`config.mk`:
```
export PLATFORM = sky130hd
export DESIGN_NAME = multi_pwm_ctrl
export DESIGN_NICKNAME = d
export VERILOG_FILES = /design/src/rtl/multi_pwm_ctrl.sv
export SDC_FILE = /design/constraint.sdc
export NUM_CORES = 1
export LEC_CHECK = 0
export ABC_AREA = 1
export CORE_MARGIN = 5
export CORE_UTILIZATION = 50
export CTS_BUF_LIST = sky130_fd_sc_hd__clkbuf_8
export CTS_CLUSTER_DIAMETER = 50
export DETAILED_ROUTE_END_ITERATION = 8
export HOLD_SLACK_MARGIN = 0.08
export PLACE_DENSITY_LB_ADDON = 0.2
export SETUP_SLACK_MARGIN = 0.3
export SLEW_MARGIN = 20
export SYNTH_ARGS = -nofsm -noshare
export SYNTH_HDL_FRONTEND = slang
export SYNTH_HIERARCHICAL = 1
export SYNTH_SLANG_ARGS = --single-unit
```
`constraint.sdc`:
```
create_clock -name clock -period 3.64 [get_ports clock]
set_input_delay 0.728 -clock clock [delete_from_list [all_inputs] [get_ports clock]]
set_output_delay 0.728 -clock clock [all_outputs]
set_load 0.005 [all_outputs]
```
`src/rtl/multi_pwm_ctrl.sv`:
```
// Multi-channel closed-loop wheel-angle controller: one angle FSM and PWM handshake per channel.
// Optional stall detection is built when MULTI_PWM_STALL_DET_EN is defined.
module multi_pwm_ch #(
    parameter int ANGLE_W       = 12,
    parameter int RATIO_W       = 8,
    parameter int TOL           = 4,
    parameter int GAIN_SHIFT    = 2,
    parameter int MIN_RATIO     = 20,
    parameter int MAX_RATIO     = 200,
    parameter int STALL_SAMPLES = 8
) (
    input  logic               clock,
    input  logic               reset_n,
    input  logic [ANGLE_W-1:0] tgt,
    input  logic               update,
    input  logic               abort,
    input  logic               cap,
    input  logic [ANGLE_W-1:0] sample,
    input  logic               pwm_done,
    output logic               done,
    output logic [ANGLE_W-1:0] cur,
    output logic               pwm_update,
    output logic               pwm_enable,
    output logic [RATIO_W-1:0] ratio,
    output logic               dir,
    output logic               stall_fail
);
    typedef enum logic [1:0] {IDLE, EVAL, UPDATE, WAIT} state_t;
    localparam logic [ANGLE_W-1:0] HALF = ANGLE_W'(1) << (ANGLE_W - 1);

    state_t             state;
    logic [ANGLE_W-1:0] target, err, err_neg;
    logic               sample_new, pend, dir_c, stall_hit;
    logic [31:0]        mag, shifted, ratio_c;

    if (STALL_SAMPLES < 1) begin : g_bad_stall
        $error("STALL_SAMPLES must be at least 1");
    end

    // Exact half turn resolves to the positive direction.
    always_comb begin
        err     = target - cur;
        err_neg = -err;
        dir_c   = (err <= HALF);
        mag     = dir_c ? 32'(err) : 32'(err_neg);
        shifted = mag >> GAIN_SHIFT;
        ratio_c = shifted;
        if (shifted < 32'(MIN_RATIO)) ratio_c = 32'(MIN_RATIO);
        if (shifted > 32'(MAX_RATIO)) ratio_c = 32'(MAX_RATIO);
    end

`ifdef MULTI_PWM_STALL_DET_EN
    localparam int SC_W = $clog2(STALL_SAMPLES + 1);
    logic [SC_W-1:0] scnt;
    logic            same;

    assign same      = cap && (sample == cur) && (state == UPDATE || state == WAIT);
    assign stall_hit = same && !update && !abort && (32'(scnt) == 32'(STALL_SAMPLES - 1));

    always_ff @(posedge clock or negedge reset_n) begin
        if (!reset_n) begin
            scnt       <= '0;
            stall_fail <= 1'b0;
        end else begin
            if (update || (cap && sample != cur)) scnt <= '0;
            else if (same)                        scnt <= scnt + 1'b1;
            if (update)         stall_fail <= 1'b0;
            else if (stall_hit) stall_fail <= 1'b1;
        end
    end
`else
    assign stall_hit  = 1'b0;
    assign stall_fail = 1'b0;
`endif

    always_ff @(posedge clock or negedge reset_n) begin
        if (!reset_n) begin
            state      <= IDLE;
            target     <= '0;
            cur        <= '0;
            sample_new <= 1'b0;
            pend       <= 1'b0;
            done       <= 1'b0;
            pwm_update <= 1'b0;
            pwm_enable <= 1'b0;
            ratio      <= '0;
            dir        <= 1'b0;
        end else begin
            done <= 1'b0;
            if (cap) cur <= sample;
            if (cap)                sample_new <= 1'b1;
            else if (state == EVAL) sample_new <= 1'b0;

            if (abort || stall_hit) begin
                state      <= IDLE;
                pwm_enable <= 1'b0;
                pwm_update <= 1'b0;
                ratio      <= '0;
                pend       <= 1'b0;
            end else begin
                case (state)
                    IDLE: if (update) begin
                        target <= tgt;
                        state  <= EVAL;
                    end
                    EVAL: begin
                        if (update) begin
                            target <= tgt;
                        end else if (mag <= 32'(TOL)) begin
                            done       <= 1'b1;
                            pwm_enable <= 1'b0;
                            ratio      <= '0;
                            state      <= IDLE;
                        end else begin
                            ratio      <= ratio_c[RATIO_W-1:0];
                            dir        <= dir_c;
                            pwm_enable <= 1'b1;
                            pwm_update <= 1'b1;
                            state      <= UPDATE;
                        end
                    end
                    // A retarget during the handshake is remembered and evaluated after the ack.
                    UPDATE: begin
                        if (update) target <= tgt;
                        if (pwm_done) begin
                            pwm_update <= 1'b0;
                            pend       <= 1'b0;
                            state      <= (pend || update) ? EVAL : WAIT;
                        end else if (update) begin
                            pend <= 1'b1;
                        end
                    end
                    WAIT: begin
                        if (update) target <= tgt;
                        if (update || sample_new || cap) state <= EVAL;
                    end
                    default: state <= IDLE;
                endcase
            end
        end
    end
endmodule

module multi_pwm_ctrl #(
    parameter int NUM_CH        = 4,
    parameter int ANGLE_W       = 12,
    parameter int RATIO_W       = 8,
    parameter int TOL           = 4,
    parameter int GAIN_SHIFT    = 2,
    parameter int MIN_RATIO     = 20,
    parameter int MAX_RATIO     = 200,
    parameter int STALL_SAMPLES = 8,
    localparam int CH_W         = (NUM_CH > 1) ? $clog2(NUM_CH) : 1
) (
    input  logic                       clock,
    input  logic                       reset_n,
    input  logic [NUM_CH*ANGLE_W-1:0]  target_angle,
    input  logic [NUM_CH-1:0]          angle_update,
    input  logic [NUM_CH-1:0]          abort_angle,
    output logic [NUM_CH-1:0]          angle_done,
    output logic [NUM_CH*ANGLE_W-1:0]  current_angle,
    input  logic                       enc_valid,
    input  logic [CH_W-1:0]            enc_ch,
    input  logic [ANGLE_W-1:0]         enc_angle,
    output logic [NUM_CH-1:0]          pwm_update,
    input  logic [NUM_CH-1:0]          pwm_done,
    output logic [NUM_CH-1:0]          pwm_enable,
    output logic [NUM_CH*RATIO_W-1:0]  pwm_ratio,
    output logic [NUM_CH-1:0]          pwm_direction,
    output logic [NUM_CH-1:0]          stall_fail
);
    // Tags with no matching channel simply match no instance and are dropped.
    for (genvar i = 0; i < NUM_CH; i++) begin : g_ch
        localparam logic [CH_W-1:0] ID = CH_W'(i);
        multi_pwm_ch #(
            .ANGLE_W(ANGLE_W), .RATIO_W(RATIO_W), .TOL(TOL), .GAIN_SHIFT(GAIN_SHIFT),
            .MIN_RATIO(MIN_RATIO), .MAX_RATIO(MAX_RATIO), .STALL_SAMPLES(STALL_SAMPLES)
        ) u_ch (
            .clock      (clock),
            .reset_n    (reset_n),
            .tgt        (target_angle[i*ANGLE_W +: ANGLE_W]),
            .update     (angle_update[i]),
            .abort      (abort_angle[i]),
            .cap        (enc_valid && (enc_ch == ID)),
            .sample     (enc_angle),
            .pwm_done   (pwm_done[i]),
            .done       (angle_done[i]),
            .cur        (current_angle[i*ANGLE_W +: ANGLE_W]),
            .pwm_update (pwm_update[i]),
            .pwm_enable (pwm_enable[i]),
            .ratio      (pwm_ratio[i*RATIO_W +: RATIO_W]),
            .dir        (pwm_direction[i]),
            .stall_fail (stall_fail[i])
        );
    end
endmodule
```
# After elaboration in Yosys (flattened, before gate mapping)
# Index checks and enable logic that the tools add are counted.
[totals]
word_cells = 332
input_bits = 77
reg_bits = 160
[op_classes]
n_reduce_logical = 69
magnitude_cmp = 16
eq_ne = 43
bitwise_logic = 12
addsub = 8
muxes = 144
[ops]
columns = ["cell", "n"]
rows = [
  ["8-bit 2-to-1 mux", 24],
  ["12-bit 2-to-1 mux", 12],
  ["1-bit 2-to-1 mux", 72],
  ["2-bit 2-to-1 mux", 28],
  ["12-bit <= comparator (second input constant)", 4],
  ["12-bit by 3-bit <= comparator with 1-bit output (second input constant)", 4],
  ["3-bit != test (second input constant)", 16],
  ["12-bit negation", 4],
  ["4-bit AND reduction", 12],
  ["12-bit subtractor", 4],
  ["10-bit by 8-bit greater-than comparator with 1-bit output (second input constant)", 4],
  ["10-bit by 5-bit less-than comparator with 1-bit output (second input constant)", 4],
  ["2-bit one-hot mux with 4 select lines", 4],
  ["2-bit AND reduction", 12],
  ["2-bit nonzero test", 12],
  ["3-bit nonzero test", 8],
  ["2-bit equality test (second input constant)", 10],
  ["2-bit by 1-bit != test with 1-bit output (second input constant)", 8],
  ["4-bit OR reduction", 4],
  ["1-bit logical OR", 12],
  ["3-bit by 2-bit != test with 1-bit output (second input constant)", 4],
  ["1-bit NOT", 12],
  ["2-bit by 1-bit equality test with 1-bit output (second input constant)", 5],
  ["2-bit logical NOT", 5],
  ["2 further kinds", 8],
]

# Longest topological paths before layout
[depth]
depth_word = 10
ltp_mapped = 24

# By module
# The synthesis kept the hierarchy.
[modules_own_cells]
columns = ["module", "cells_per_inst", "instances", "area_per_inst_um2", "seq_area_each_um2"]
rows = [
  ["multi_pwm_ch at g_ch[0].u_ch ...", 400, 3, 2875.3, 1001.0],
  ["multi_pwm_ch at g_ch[3].u_ch", 401, 1, 2839.0, 1001.0],
  ["multi_pwm_ctrl", 8, 1, 30.0, 0.0],
]

# Worst setup path after synthesis
# No wires, ideal clock.
[synth_path]
path_type = "reg2reg"
start = "reg g_ch[3].u_ch.cur[0]"
end = "reg g_ch[3].u_ch.ratio[6]"
setup_ns = 0.117
arrival_time_ns = 2.552
setup_slack_ns = 0.971
period_less_slack_ns = 2.669
stages_incl_launch_ff = 20
t_required_ns = 3.523
n_path_buf = 0
path_cell_list = "dfrtp_1 > ha_1 > fa_1 > nand2_1 > nor2_2 > nand3_2 > nor2_4 > nand3_2 > nor2_2 > nand3_2 > nand2_2 > inv_2 > nand2_2 > nand2_2 > nor2_4 > nand3_2 > nand3_4 > inv_2 > nand2_1 > nand2_1"
[synth_between]
elab_chain_len = 10
[synth_lines]
columns = ["item", "line", "source"]
rows = [
  ["start, declared", "21", "output logic [ANGLE_W-1:0] cur,"],
  ["start signal, assigned", "90", "if (cap) cur <= sample;"],
  ["12-bit subtractor *", "42", "err = target - cur;"],
  ["12-bit negation / 12-bit <= comparator (equally long branches)", "43, 44", ""],
  ["12-bit 2-to-1 mux *", "45", "mag = dir_c ? 32'(err) : 32'(err_neg);"],
  ["10-bit by 5-bit less-than comparator with 1-bit output", "48", "if (shifted < 32'(MIN_RATIO)) ratio_c = 32'(MIN_RATIO);"],
  ["8-bit 2-to-1 mux", "48", ""],
  ["8-bit 2-to-1 mux", "49", "if (shifted > 32'(MAX_RATIO)) ratio_c = 32'(MAX_RATIO);"],
  ["8-bit 2-to-1 mux *", "109", "end else if (mag <= 32'(TOL)) begin"],
  ["8-bit 2-to-1 mux *", "107", "if (update) begin"],
  ["8-bit 2-to-1 mux *", "101", "case (state)"],
  ["8-bit 2-to-1 mux *", "94", "if (abort || stall_hit) begin"],
  ["end signal, assigned", "115", "ratio <= ratio_c[RATIO_W-1:0];"],
  ["end, declared", "24", "output logic [RATIO_W-1:0] ratio,"],
]
# Every way passes the cells marked *; elsewhere a longest branch is shown, timed or not. The select of a mux whose other input is x is not followed.
# A chain may end at the register's enable or synchronous reset.

# Final worst setup path
[layout_path]
start = "reg g_ch[3].u_ch.cur[5]"
end = "reg g_ch[3].u_ch.ratio[0]"
# The elaborated chain is that of the path after synthesis.

==> results_dict.tcl <==
set metrics [dict create \
    hold_viol 0 \
    rr_endpoint "g_ch[3].u_ch/ratio[0]" \
    diodes 0 \
    finish.utilization 0.615 \
    grt_pass1_wl_um 47800 \
    postSynth.asyncResetShare 1.00 \
    synth_simple_gate_area_frac 0.356 \
    cts_max_path_buffers 2 \
    gp_congestion 0.915 \
    die_w_um 162 \
    rows 55 \
    power_density_mw_per_mm2 909 \
    dieArea_mm2 0.0261 \
    wl_per_cell_um 14.0 \
    post_route_cells_drive_above_1_share 0.113 \
    drt_iter0_markers 648 \
    grt_pass1_vias 9841 \
    p_seq_frac 0.210 \
    period_minus_slack_ns 3.11 \
    routed_via_density 5.04 \
    dp_cells 2054 \
    p_leak_uw 0.00727 \
    final_cell_mix "nand2_1 (552), inv_1 (277), clkdlybuf4s50_1 (171), dfrtp_1 (160), nand3_1 (91)" \
    slew_violations 0 \
    antenna_found_initial 0 \
    drc 0 \
    setup_viol 0 \
    p_sw_uw 6450 \
    worst-setup-path-type "register to register" \
    synth-adder-area-share 0.0723 \
    clk_latency_ns 0.44 \
    met3_wirelength_um 1580 \
    layoutNonFillerInstCount 2084 \
    r2r_slack_ns 0.53 \
    numCtsBuffers 17 \
    core_area_mm2 0.0226 \
    final.setup.worst_slack_ns 0.531 \
    finalNetCount 1929 \
    run_status "finished, final reports clean" \
    synth_compound_area_frac 0.0665 \
    fp.dieH_um 162 \
    dr.pass1.iters 5 \
    path_clk_slew_ns 0.09 \
    synth_nets 1750 \
    ir_worst_vdd_uv 555 \
    maxCapViolations 0 \
    reg2reg_from "g_ch[3].u_ch/cur[5]" \
    routedLengthMet1_um 13600 \
    arrival_ns 3.44 \
    synth_edf_count 0 \
    cp.required_ns 3.97 \
    max_freq_ghz 0.322 \
    grt_max_degree 57 \
    slew_headroom 0.545 \
    total_power_uw 12700 \
    cts_tree "built" \
    netlist_instances 1609 \
    yosys_warnings 6 \
    hold_buffers 0 \
    sw_frac_of_total 0.509 \
    clkPwrFrac 0.105 \
    synthXorXnorAreaFrac 0.0114 \
    vias 10507 \
    dr_wl_met2_um 13300 \
    start_util 0.508 \
    routed_wirelength_um 29200 \
    synth_top_family_by_area "simple AND/OR/NAND/NOR gates" \
    tns_ns 0 \
    ys.flop_type "dfrtp_1" \
    power.internal_uw 6220 \
    fin_crit_sh 0.854 \
    final_common_cell "nand2_1" \
    rsz0062_at_grt "no" \
    ant_nets 0 \
    cts_post_setup_buffers_inserted 0 \
    r2r_cells 19 \
    pre_cts_ws_ns 0.613 \
    crit_path_end_kind "register" \
    grtUsageTotal 0.223 \
    post_cts_resized 0 \
    synthDistinctLibCells 43 \
    clkSinkCount 160 \
    cts-root-buf "clkbuf_8" \
    power.share.combinational 0.685 \
    hpwlAfterDp_um 23300 \
    path_max_fanout 12 \
    syn2layout_area_growth_pct 21.2 \
    grt-ovfl-total 0 \
    crit_path_start_kind "register" \
    io_buffers 172 \
    num_io_pins 177 \
    synth-seq-area-share 0.348 \
    h-tree-depth 4 \
    synthMuxAreaShare 0.0392 \
    syn_area_per_cell_um2 7.14 \
    ys_ff_latch 160 \
    worst_pin_slew_ns 0.682 \
    holdCritPathClass "input pin to asynchronous set/reset pin" \
    syn_area_mm2 0.0115 \
    finalClockSkew_ns 0.0157 \
    top_layer_used "met4" \
]
## logic make-up after synthesis
logic type | Yosys count
other | 4
and+or+nand+nor | 882
muxes | 40
buffers and inverters | 308
DFF | 160
xor gates and xnor gates | 15
adders and majority gates | 64
AOI/OAI and AO/OA | 136
## power groups by stage
| stage | Sequential [uW] | Clock (uW) | Combinational, uW |
|---|---|---|---|
| after global routing | 2730 | 1460 | 9850 |
| final | 2660 | 1330 | 8670 |
| after floorplan | 2630 | 0 | 6660 |
| after global placement | 2680 | 0 | 8440 |
| after CTS | 2660 | 1380 | 8650 |
| after detailed placement | 2690 | 0 | 8610 |
## per-stage QoR
stage / hold WS [ns] / area [um^2]
2_1_floorplan: 0.432 / 11500
3_3_place_gp: 0.457 / 13500
3_5_place_dp: 0.464 / 13500
4_1_cts: 0.227 / 13900
5_1_grt: 0.249 / 13900
6_report: 0.236 / 13900
## metal layers
layer  up-vias  track usage
met1      4826        0.311
met3        35       0.0378
met5         -            0
met2       271        0.359
li1       5375            -
met4         0       0.0681
## critical path, stage by stage, from the launching register on
cell and delay, ns:
dfrtp_1 0.37, inv_1 0.07, ha_1 0.37, nand2_1 0.14, nor2_1 0.11, nand3_1 0.11, nand2_1 0.11, nand2_1 0.10
nand2_1 0.08, nand2_1 0.09, nand2_2 0.20, nand2_1 0.10, xor2_1 0.28, nand3_1 0.17, nor2_1 0.26, nand3_2 0.15
nand3_4 0.13, nor2_4 0.04, nand2_1 0.05, nand2_1 0.06
## area by class of cell
cell class / instances / area (um^2)
clock buffers: 17 / 234
clock inverters: 13 / 151
fillers: 2072 / 8710
inverters: 285 / 1070
multi-input cells: 1141 / 6290
flip-flops and latches: 160 / 4000
well taps: 285 / 357
repair buffers: 183 / 1820
## worst max-delay path by stage
stage	from	end	slack [ns]	cells after the start
after floorplan	g_ch[3].u_ch/cur[0]	g_ch[3].u_ch/ratio[6]	0.97	19
after global placement	g_ch[3].u_ch/cur[3]	g_ch[3].u_ch/ratio[6]	0.72	19
after detailed placement	g_ch[3].u_ch/cur[3]	g_ch[3].u_ch/ratio[0]	0.61	19
after CTS	g_ch[3].u_ch/cur[6]	g_ch[3].u_ch/ratio[0]	0.58	19
after global routing	g_ch[3].u_ch/cur[4]	g_ch[3].u_ch/ratio[3]	0.33	19
final	g_ch[3].u_ch/cur[5]	g_ch[3].u_ch/ratio[0]	0.53	19
## sequential cells by signal (all words and copies together), names as in the netlist, 8 cells and up
register,cells
g_ch.u_ch/cur,48
g_ch.u_ch/ratio,32
g_ch.u_ch/state,8
g_ch.u_ch/target,48
## Yosys cell counts (4+ instances only)
cell type | n | share of area
nand3_2 | 23 | 0.020
xnor2_1 | 6 | 0.0046
nor4_1 | 4 | 0.0022
fa_1 | 4 | 0.0070
a31oi_1 | 5 | 0.0027
nand3_1 | 91 | 0.040
o21ai_0 | 49 | 0.021
inv_1 | 274 | 0.089
inv_2 | 11 | 0.0036
nand4_1 | 31 | 0.017
o21bai_1 | 4 | 0.0026
o21ai_1 | 25 | 0.011
buf_6 | 4 | 0.0039
buf_4 | 4 | 0.0026
nand3_4 | 4 | 0.0061
nand2_1 | 552 | 0.18
ha_1 | 60 | 0.065
or2_2 | 4 | 0.0022
a21oi_1 | 36 | 0.016
nor3_1 | 5 | 0.0022
nor2_2 | 18 | 0.0098
nand3b_1 | 7 | 0.0046
o22ai_1 | 4 | 0.0022
nand2_2 | 31 | 0.017
conb_1 | 4 | 0.0013
nor2_1 | 82 | 0.027
clkbuf_1 | 15 | 0.0049
nor2_4 | 16 | 0.016
dfrtp_1 | 160 | 0.35
mux2_2 | 40 | 0.039
xor2_1 | 9 | 0.0069
(Power assumes the default switching activity.)
